### config.mk
export PLATFORM = sky130hd
export DESIGN_NAME = uart_rx_fifo_flat
export DESIGN_NICKNAME = d
export VERILOG_FILES = /design/src/rtl/uart_rx_fifo_if.sv /design/src/rtl/uart_rx_fifo.sv /design/src/flat_wrapper.sv
export SDC_FILE = /design/constraint.sdc
export NUM_CORES = 1
export LEC_CHECK = 0
export CAP_MARGIN = 10
export CORE_MARGIN = 2
export CORE_UTILIZATION = 64
export DETAILED_ROUTE_END_ITERATION = 8
export PLACE_DENSITY = 0.84
export SYNTH_ARGS = -nofsm -noshare
export SYNTH_HDL_FRONTEND = slang
export SYNTH_SLANG_ARGS = --single-unit
export TNS_END_PERCENT = 30
### constraint.sdc
create_clock -name i_clk -period 7 [get_ports i_clk]
set_input_delay 1.05 -clock i_clk [delete_from_list [all_inputs] [get_ports i_clk]]
set_output_delay 1.05 -clock i_clk [all_outputs]
set_load 0.02 [all_outputs]
### src/rtl/uart_rx_fifo_if.sv
// uart_rx_fifo_if: receiver-side write port and FWFT read port of the rx byte FIFO
interface uart_rx_fifo_if #(parameter int DEPTH = 16);
  logic [7:0]               rx_data;
  logic                     rx_valid;
  logic                     rx_ferr;
  logic [7:0]               rd_data;
  logic                     rd_ferr;
  logic                     rd_valid;
  logic                     rd_ready;
  logic [$clog2(DEPTH):0]   level;
  logic                     overrun;
  logic                     ovr_clr;
  logic                     idle;
  modport master (
    output rx_data, rx_valid, rx_ferr, rd_ready, ovr_clr,
    input  rd_data, rd_ferr, rd_valid, level, overrun, idle
  );
  modport slave (
    input  rx_data, rx_valid, rx_ferr, rd_ready, ovr_clr,
    output rd_data, rd_ferr, rd_valid, level, overrun, idle
  );
endinterface

### src/rtl/uart_rx_fifo.sv
// uart_rx_fifo: circular byte FIFO behind the UART receiver with overrun and idle-line flags
module uart_rx_fifo #(
  parameter int DEPTH       = 16,
  parameter int IDLE_CYCLES = 160,
  parameter bit DROP_FERR   = 1'b0
) (
  input logic            i_clk,
  input logic            i_rst_n,
  uart_rx_fifo_if.slave  bus
);
  localparam int AW = $clog2(DEPTH);
  localparam int LW = AW + 1;
  localparam int CW = $clog2(IDLE_CYCLES + 1);
  logic [8:0]    r_mem [DEPTH];
  logic [AW-1:0] r_wr_ptr, r_rd_ptr;
  logic [LW-1:0] r_level;
  logic [CW-1:0] r_idle_cnt;
  logic          r_overrun, r_idle;
  logic          w_full, w_empty, w_rd, w_drop_ferr, w_wr, w_ovr_set;
  logic [LW-1:0] w_level_nxt;
  logic [CW-1:0] w_cnt_nxt;
  assign w_full      = r_level == LW'(DEPTH);
  assign w_empty     = r_level == '0;
  assign w_rd        = bus.rd_ready & ~w_empty;
  assign w_drop_ferr = DROP_FERR & bus.rx_ferr;
  // a full FIFO still accepts when the same-cycle read frees the head slot
  assign w_wr        = bus.rx_valid & ~w_drop_ferr & (~w_full | w_rd);
  assign w_ovr_set   = bus.rx_valid & ~w_drop_ferr & w_full & ~w_rd;
  assign w_level_nxt = r_level + LW'(w_wr) - LW'(w_rd);
  // idle counter restarts on any accepted byte or an empty FIFO, saturates otherwise
  always_comb
    w_cnt_nxt = (w_wr || w_empty) ? '0 : (r_idle_cnt == CW'(IDLE_CYCLES)) ? r_idle_cnt : r_idle_cnt + 1'b1;
  // storage is deliberately left unreset; only pointers define valid contents
  always_ff @(posedge i_clk)
    if (w_wr) r_mem[r_wr_ptr] <= {bus.rx_ferr, bus.rx_data};
  // pointers, occupancy and status flags
  always_ff @(posedge i_clk or negedge i_rst_n)
    if (!i_rst_n) begin
      r_wr_ptr   <= '0;
      r_rd_ptr   <= '0;
      r_level    <= '0;
      r_idle_cnt <= '0;
      r_overrun  <= 1'b0;
      r_idle     <= 1'b0;
    end else begin
      r_wr_ptr   <= r_wr_ptr + AW'(w_wr);
      r_rd_ptr   <= r_rd_ptr + AW'(w_rd);
      r_level    <= w_level_nxt;
      r_idle_cnt <= w_cnt_nxt;
      r_overrun  <= w_ovr_set | (r_overrun & ~bus.ovr_clr);
      r_idle     <= (w_cnt_nxt == CW'(IDLE_CYCLES)) && (w_level_nxt != '0);
    end
  assign bus.rd_valid = ~w_empty;
  assign bus.rd_data  = w_empty ? 8'h00 : r_mem[r_rd_ptr][7:0];
  assign bus.rd_ferr  = ~w_empty & r_mem[r_rd_ptr][8];
  assign bus.level    = r_level;
  assign bus.overrun  = r_overrun;
  assign bus.idle     = r_idle;
endmodule

### src/flat_wrapper.sv
// flat-port wrapper written by rule: the top's interface ports become plain ports
module uart_rx_fifo_flat 
#(
  parameter int DEPTH       = 16,
  parameter int IDLE_CYCLES = 160,
  parameter bit DROP_FERR   = 1'b0
)
  (i_clk, i_rst_n, bus_rx_data, bus_rx_valid, bus_rx_ferr, bus_rd_ready, bus_ovr_clr, bus_rd_data, bus_rd_ferr, bus_rd_valid, bus_level, bus_overrun, bus_idle);
  uart_rx_fifo_if #(.DEPTH(DEPTH)) bus_i ();
  input logic i_clk;
  input logic i_rst_n;
  input wire logic [$bits(bus_i.rx_data)-1:0] bus_rx_data;
  input wire logic [$bits(bus_i.rx_valid)-1:0] bus_rx_valid;
  input wire logic [$bits(bus_i.rx_ferr)-1:0] bus_rx_ferr;
  input wire logic [$bits(bus_i.rd_ready)-1:0] bus_rd_ready;
  input wire logic [$bits(bus_i.ovr_clr)-1:0] bus_ovr_clr;
  output wire logic [$bits(bus_i.rd_data)-1:0] bus_rd_data;
  output wire logic [$bits(bus_i.rd_ferr)-1:0] bus_rd_ferr;
  output wire logic [$bits(bus_i.rd_valid)-1:0] bus_rd_valid;
  output wire logic [$bits(bus_i.level)-1:0] bus_level;
  output wire logic [$bits(bus_i.overrun)-1:0] bus_overrun;
  output wire logic [$bits(bus_i.idle)-1:0] bus_idle;
  assign bus_i.rx_data = bus_rx_data;
  assign bus_i.rx_valid = bus_rx_valid;
  assign bus_i.rx_ferr = bus_rx_ferr;
  assign bus_i.rd_ready = bus_rd_ready;
  assign bus_i.ovr_clr = bus_ovr_clr;
  assign bus_rd_data = bus_i.rd_data;
  assign bus_rd_ferr = bus_i.rd_ferr;
  assign bus_rd_valid = bus_i.rd_valid;
  assign bus_level = bus_i.level;
  assign bus_overrun = bus_i.overrun;
  assign bus_idle = bus_i.idle;
  uart_rx_fifo #(.DEPTH(DEPTH), .IDLE_CYCLES(IDLE_CYCLES), .DROP_FERR(DROP_FERR)) u_core (.i_clk(i_clk), .i_rst_n(i_rst_n), .bus(bus_i));
endmodule
==> impl_results.md, run 1 <==
* Status: completed
* Vias per cell at 6.51
* First-pass GRT wire length at 21.0 mm
* Min-delay src: u_core.r_rd_ptr[2]
* Layout Cells excl Fill at 545
* Synth top area cells: edfxtp_1, mux4_2, dfrtp_1
* Reg clk slew, reported paths at 0.06 ns
* Power Dens Cells at 430 nW/µm²
* I/O pin cnt at 31
* Post-CTS Repair Setup Buffers at 0
* Fmax at 0.229 GHz
* CP Class: register to output pin
* GPL Wtd Cong at 0.803
* Net Count, Synth at 384
* Final setup fails at 0
* Clk pwr share at 28.8%
* Number of fill cells at 585
* Worst Tran Pin Value at 1.26 ns
* Clk Latency, worst-skew pair at 0.52 ns
* Row Count at 37
* # DRC at 0
* CTS buffer count at 17
* Layout cells sized above 1 at 17.8%
* Worst hold path endpoint: u_core.r_rd_ptr[2]
* Netlist cell types at 43
* Worst reg2reg path depth at 11
* Pin count of the biggest net entering global routing at 32
* Most frequent cells in the layout: edfxtp_1, mux4_2, clkdlybuf4s50_1, nor2_1, dfrtp_1
* CTS tree: yes
* Max Cap Violations at 0
* EDFF count, synth at 144
* Seq pwr share at 40.7%
* WP data required at 5.95 ns
* Reg2reg start: u_core.bus.level[2]
* Biggest area consumer among synthesized cells: edfxtp_1
* Critical Path Slowest Stage Cell: dfrtp_2
* Slew Viols, Final at 0
* Power, Total at 3.36 mW
* Startpoint Class: register
* DIE AREA at 11400 µm²
* HP Class: register to register
* Max H-tree Level at 4
* Crit-path cells: buf_4 -> mux4_2 -> mux2i_1 -> o22ai_1 -> clkdlybuf4s50_1
* Die W at 107 µm
* Number of diodes at 0
* Slowest cell delay on critical path at 0.74 ns
* HPWL after DPL at 8.42 mm
* Nets at 422
* Synth async-reset ratio at 13.8%
* Initial antenna violation count at 0
* Cts hold-fix bufs at 0
* Crit. End Element: output pin
* Post-route ant nets at 0
* YS warnings at 0
* Setup slack after layout at 2.64 ns
* Post-layout util at 75.7%
* Gates resized, CTS repair at 0
* Clock skew at 0.00730 ns
* Internal Power at 2.32 mW
* Final Cycle Share at 62.3%
* Max FO, Critical Path at 21
* P&R area growth vs syn at 15.3%
* Hold Path Stages at 1
* Final Hold Viols at 0
* Seq cells post-synth at 167
* Pre-CTS WS at 3.13 ns
* Share of the synthesized area in the top cell type at 63.8%
* Sink Count at 167
* Reg-to-reg setup timing slack at 3.86 ns
* Min Clock Period, post-route at 4.36 ns
* Lkg Pwr at 2.67 nW
* Height of the die at 107 µm
* Comb power frac at 30.6%
* Via count at 3546
* Vias in the first global route at 3675
* Cells after DPL at 514
* Bufs and invs on worst path at 2
* Maximum VDD drop at 298 µV
* Starting density of the core at 65.6%
* Switching Fraction at 30.7%
* Critical path's top delay family: buffers and inverters
* Syn_area_per_cell at 18.9 µm²
* Core area at 10300 µm²
* Syn Std Cell Area at 6780 µm²
* Final TNS setup at 0 ns
* Most common cell after layout, fill and taps aside: edfxtp_1
* Slew margin rel. at 16.3%
* Global route overflow at 0
* Clock Tree Buf Depth at 2
* Pre-Repair DR Iteration Count at 5
* Gate Count Post-Synth at 359
* Psw at 1.03 mW
* Terminus of the critical flop-to-flop path: u_core.bus.idle
* Port Buf Inserts at 30
* RSZ-0062 raised after global routing: no
* Main synth FF type: edfxtp_1
* Final wirelength at 13.9 mm
* Critical path arrival at 3.31 ns
* Sequential area share after synthesis at 72.3%
* Root Buffer: clkbuf_8
* Wire per inst at 25.4 µm
* Initial DRC Count at 313
* Gr usage total at 26.5%
[registers in the layout, indices dropped and copies added (netlist names)]
| signal | count |
|---|---|
| u_core.r_mem | 144 |
| u_core.r_idle_cnt | 8 |
| u_core.bus.level | 5 |
| u_core.r_rd_ptr | 4 |
| u_core.r_wr_ptr | 4 |
| u_core.bus.idle | 1 |
| u_core.bus.overrun | 1 |
[power groups by stage]
stage | combinational [mW] | sequential, mW | clock [mW]
2_1_floorplan | 0.750 | 1.30 | 0
3_3_place_gp | 0.977 | 1.37 | 0
3_5_place_dp | 1.02 | 1.38 | 0
4_1_cts | 1.03 | 1.37 | 0.973
5_1_grt | 1.10 | 1.38 | 1.01
6_report | 1.03 | 1.36 | 0.966
[cell type report]
cell class / count / area, µm² / share of cell area, %
sequential: 167 / 4900 / 62.7
inverter: 9 / 33.8 / 0.432
multi-input combinational: 167 / 1760 / 22.6
tap: 136 / 170 / 2.18
timing repair buffer: 35 / 338 / 4.32
clock buffer: 20 / 425 / 5.45
clock inverter: 11 / 180 / 2.31
[per-layer routing]
metal / vias up / routed length [µm] / GRT usage [%]
li1: 1506 / - / -
met1: 1843 / 5500 / 34.7
met2: 168 / 7170 / 43.9
met3: 29 / 892 / 6.08
met4: 0 / 297 / 10.0
met5: - / 0 / 0
[worst max path at each step]
| stage | start | to | slack (ns) | cells after the start |
|---|---|---|---|---|
| floorplan | u_core.bus.level[3] | u_core.bus.idle | 4.08 | 12 |
| global placement | bus_rd_ready | u_core.r_mem[0][7] | 3.03 | 5 |
| detailed placement | u_core.r_rd_ptr[0] | bus_rd_data[0] | 3.13 | 5 |
| CTS | u_core.r_rd_ptr[0] | bus_rd_data[0] | 2.55 | 5 |
| global route | u_core.r_rd_ptr[0] | bus_rd_data[4] | 2.39 | 5 |
| finish | u_core.r_rd_ptr[0] | bus_rd_data[4] | 2.64 | 5 |
[synth_stat cells, types with 2 or more instances]
cell type	n
edfxtp_1	144
mux4_2	36
dfrtp_1	23
nor2_1	22
mux2i_1	18
ha_1	10
inv_1	9
nand3_1	9
o22ai_1	9
xor2_1	9
buf_2	8
xnor2_1	7
nand2_1	6
nor3_1	6
a21oi_1	3
buf_4	3
nand2b_1	3
o21ai_0	3
a21oi_2	2
and3_1	2
clkbuf_1	2
clkbuf_2	2
nand3b_1	2
or3_1	2
[logic make-up (layout without fill, tap and decap cells)]
logic type                 Yosys count  in the layout  share of synthesized area, %
DFF                                167            167                          72.3
AOI/OAI and AO/OA                   24             24                          2.40
adders and majority gates           11             11                          2.14
and+or+nand+nor                     62             62                          4.73
xor gates and xnor gates            16             16                          2.07
muxes                               54             54                          14.6
buffers and inverters               25             75                          1.74
[through the flow]
step / hold slack (ns) / area [µm²]
floorplan: 0.472 / 6780
global placement: 0.512 / 7200
detailed placement: 0.515 / 7210
CTS: 0.526 / 7810
global route: 0.544 / 7810
finish: 0.532 / 7810
Power figures use the tool's default switching activity.
==> inputs of run 2 (changes only) <==
--- a/config.mk
+++ b/config.mk
@@ -7,9 +7,9 @@
 export LEC_CHECK = 0
 export CAP_MARGIN = 10
 export CORE_MARGIN = 2
-export CORE_UTILIZATION = 64
+export CORE_UTILIZATION = 60
 export DETAILED_ROUTE_END_ITERATION = 8
-export PLACE_DENSITY = 0.84
+export PLACE_DENSITY = 0.79
 export SYNTH_ARGS = -nofsm -noshare
 export SYNTH_HDL_FRONTEND = slang
 export SYNTH_SLANG_ARGS = --single-unit
==> constraint.sdc (replaced) <==
create_clock -name i_clk -period 4.4 [get_ports i_clk]
set_input_delay 0.66 -clock i_clk [delete_from_list [all_inputs] [get_ports i_clk]]
set_output_delay 0.66 -clock i_clk [all_outputs]
set_load 0.02 [all_outputs]
==> run 2 against run 1 <==
  * Count of clock-buffer cells in the layout is 1 lower
  * Clock power is 37% higher
  * Core utilization is 4.4 points lower
  * Sequential share of layout area is 0.18 points higher
  * Critical path depth stayed put
  * Hold slack worse by 0.024 ns
  * Non-clock buffer count is 4 higher
  * Power is 52% higher
  * Setup slack worse by 1.9 ns
  * First-iteration DRC count is 22% lower
  * Register-to-register slack worse by 2.6 ns
==> impl_results.md, run 2 (synthesis gave the netlist of run 1 again) <==
* Status: completed
* Initial DRC Count at 245
* Slowest cell delay on critical path at 0.84 ns
* Port Buf Inserts at 30
* Hold Path Stages at 1
* Most common cell after layout, fill and taps aside: edfxtp_1
* Worst Tran Pin Value at 1.05 ns
* HPWL after DPL at 8.25 mm
* Die W at 110 µm
* Reg-to-reg setup timing slack at 1.26 ns
* Worst hold path endpoint: u_core.r_rd_ptr[2]
* Final setup fails at 0
* Area of the multi-input gates at 1760 µm²
* CTS tree: yes
* Critical Path Slowest Stage Cell: dfrtp_2
* Min-delay src: u_core.r_rd_ptr[2]
* Wire per inst at 23.7 µm
* Clk Latency, worst-skew pair at 0.42 ns
* Crit. End Element: output pin
* Bufs and invs on worst path at 2
* Reg clk slew, reported paths at 0.06 ns
* Row Count at 38
* CTS buffer count at 17
* Final TNS setup at 0 ns
* Min Clock Period, post-route at 3.64 ns
* Max FFs per register at 144
* Clock skew at 0.00376 ns
* Fmax at 0.275 GHz
* Crit-path cells: buf_12 -> mux4_2 -> mux2i_1 -> o22ai_1 -> clkdlybuf4s50_1
* Hold_ws at 0.509 ns
* Root Buffer: clkbuf_16
* Core area at 10900 µm²
* Reg2reg start: u_core.bus.level[3]
* Maximum VDD drop at 542 µV
* Layout cells sized above 1 at 18.2%
* Startpoint Class: register
* Most frequent cells in the layout: edfxtp_1, mux4_2, clkdlybuf4s50_1, nor2_1, dfrtp_1
* Number of fill cells at 689
* Vias in the first global route at 3602
* Final Cycle Share at 82.7%
* Fin area at 7790 µm²
* Terminus of the critical flop-to-flop path: u_core.bus.idle
* Pin count of the biggest net entering global routing at 36
* Slew Viols, Final at 0
* Lkg Pwr at 2.66 nW
* Power Dens Cells at 656 nW/µm²
* Pre-Repair DR Iteration Count at 5
* CP Class: register to output pin
* I/O pin cnt at 31
* Clock Tree Buf Depth at 2
* Height of the die at 110 µm
* DIE AREA at 12200 µm²
* Slew margin rel. at 29.4%
* Nets at 426
* Post-CTS Repair Setup Buffers at 0
* Max Cap Violations at 0
* Worst reg2reg path depth at 12
* Max FO, Critical Path at 21
* Number of diodes at 0
* Sink Count at 167
* Global route overflow at 0
* RSZ-0062 raised after global routing: no
* Critical path arrival at 2.98 ns
* Cts hold-fix bufs at 0
* Gr usage total at 24.3%
* Top reg by flops: u_core.r_mem
* Gates resized, CTS repair at 0
* Initial antenna violation count at 0
* Critical path's top delay family: buffers and inverters
* Final Hold Viols at 0
* Post-layout util at 71.2%
* First-pass GRT wire length at 20.2 mm
* Post-route ant nets at 0
* Final wirelength at 13.1 mm
* GPL Wtd Cong at 0.786
* Via count at 3394
* DP Area at 7240 µm²
* FF+latch area at 4900 µm²
* # DRC at 0
* WP data required at 3.74 ns
* HP Class: register to register
* Starting density of the core at 62.0%
* Vias per cell at 6.14
* P&R area growth vs syn at 15.0%
* Max H-tree Level at 4
==> run 2: worst max path at each step <==
stage	cells after the start	to	slack, ns	start
4_1_cts	5	bus_rd_data[0]	0.68	u_core.r_rd_ptr[0]
3_5_place_dp	5	u_core.r_mem[8][1]	1.13	bus_rd_ready
6_report	5	bus_rd_data[0]	0.76	u_core.r_rd_ptr[0]
3_3_place_gp	5	u_core.r_mem[8][1]	1.18	bus_rd_ready
5_1_grt	5	bus_rd_data[1]	0.59	u_core.r_rd_ptr[0]
2_1_floorplan	12	u_core.bus.idle	1.48	u_core.bus.level[3]
==> run 2: through the flow <==
stage               setup WS (ns)  instances  total power [mW]
floorplan                    1.48        359              3.26
detailed placement           1.13        521              3.84
CTS                         0.678        552              5.16
finish                      0.759        553              5.11
global placement             1.18        521              3.77
global route                0.586        553              5.36
==> run 2: power breakdown <==
group | internal (mW) | switching [mW]
sequential | 1.94 | 0.216
combinational | 0.816 | 0.825
clock | 0.761 | 0.557
==> run 2: routing by layer <==
metal	track usage (%)	vias up	wire length, µm
met3	4.70	6	934
met4	9.55	0	108
met2	42.8	126	7220
met5	0	-	0
met1	29.7	1749	4850
li1	-	1513	-
==> run 2: area by class of cell <==
type,instances,share of cell area [%]
sequential,167,62.9
multi-input combinational,167,22.6
clock buffer,19,5.56
timing repair buffer,39,5.14
tap,140,2.25
clock inverter,12,1.12
inverter,9,0.434
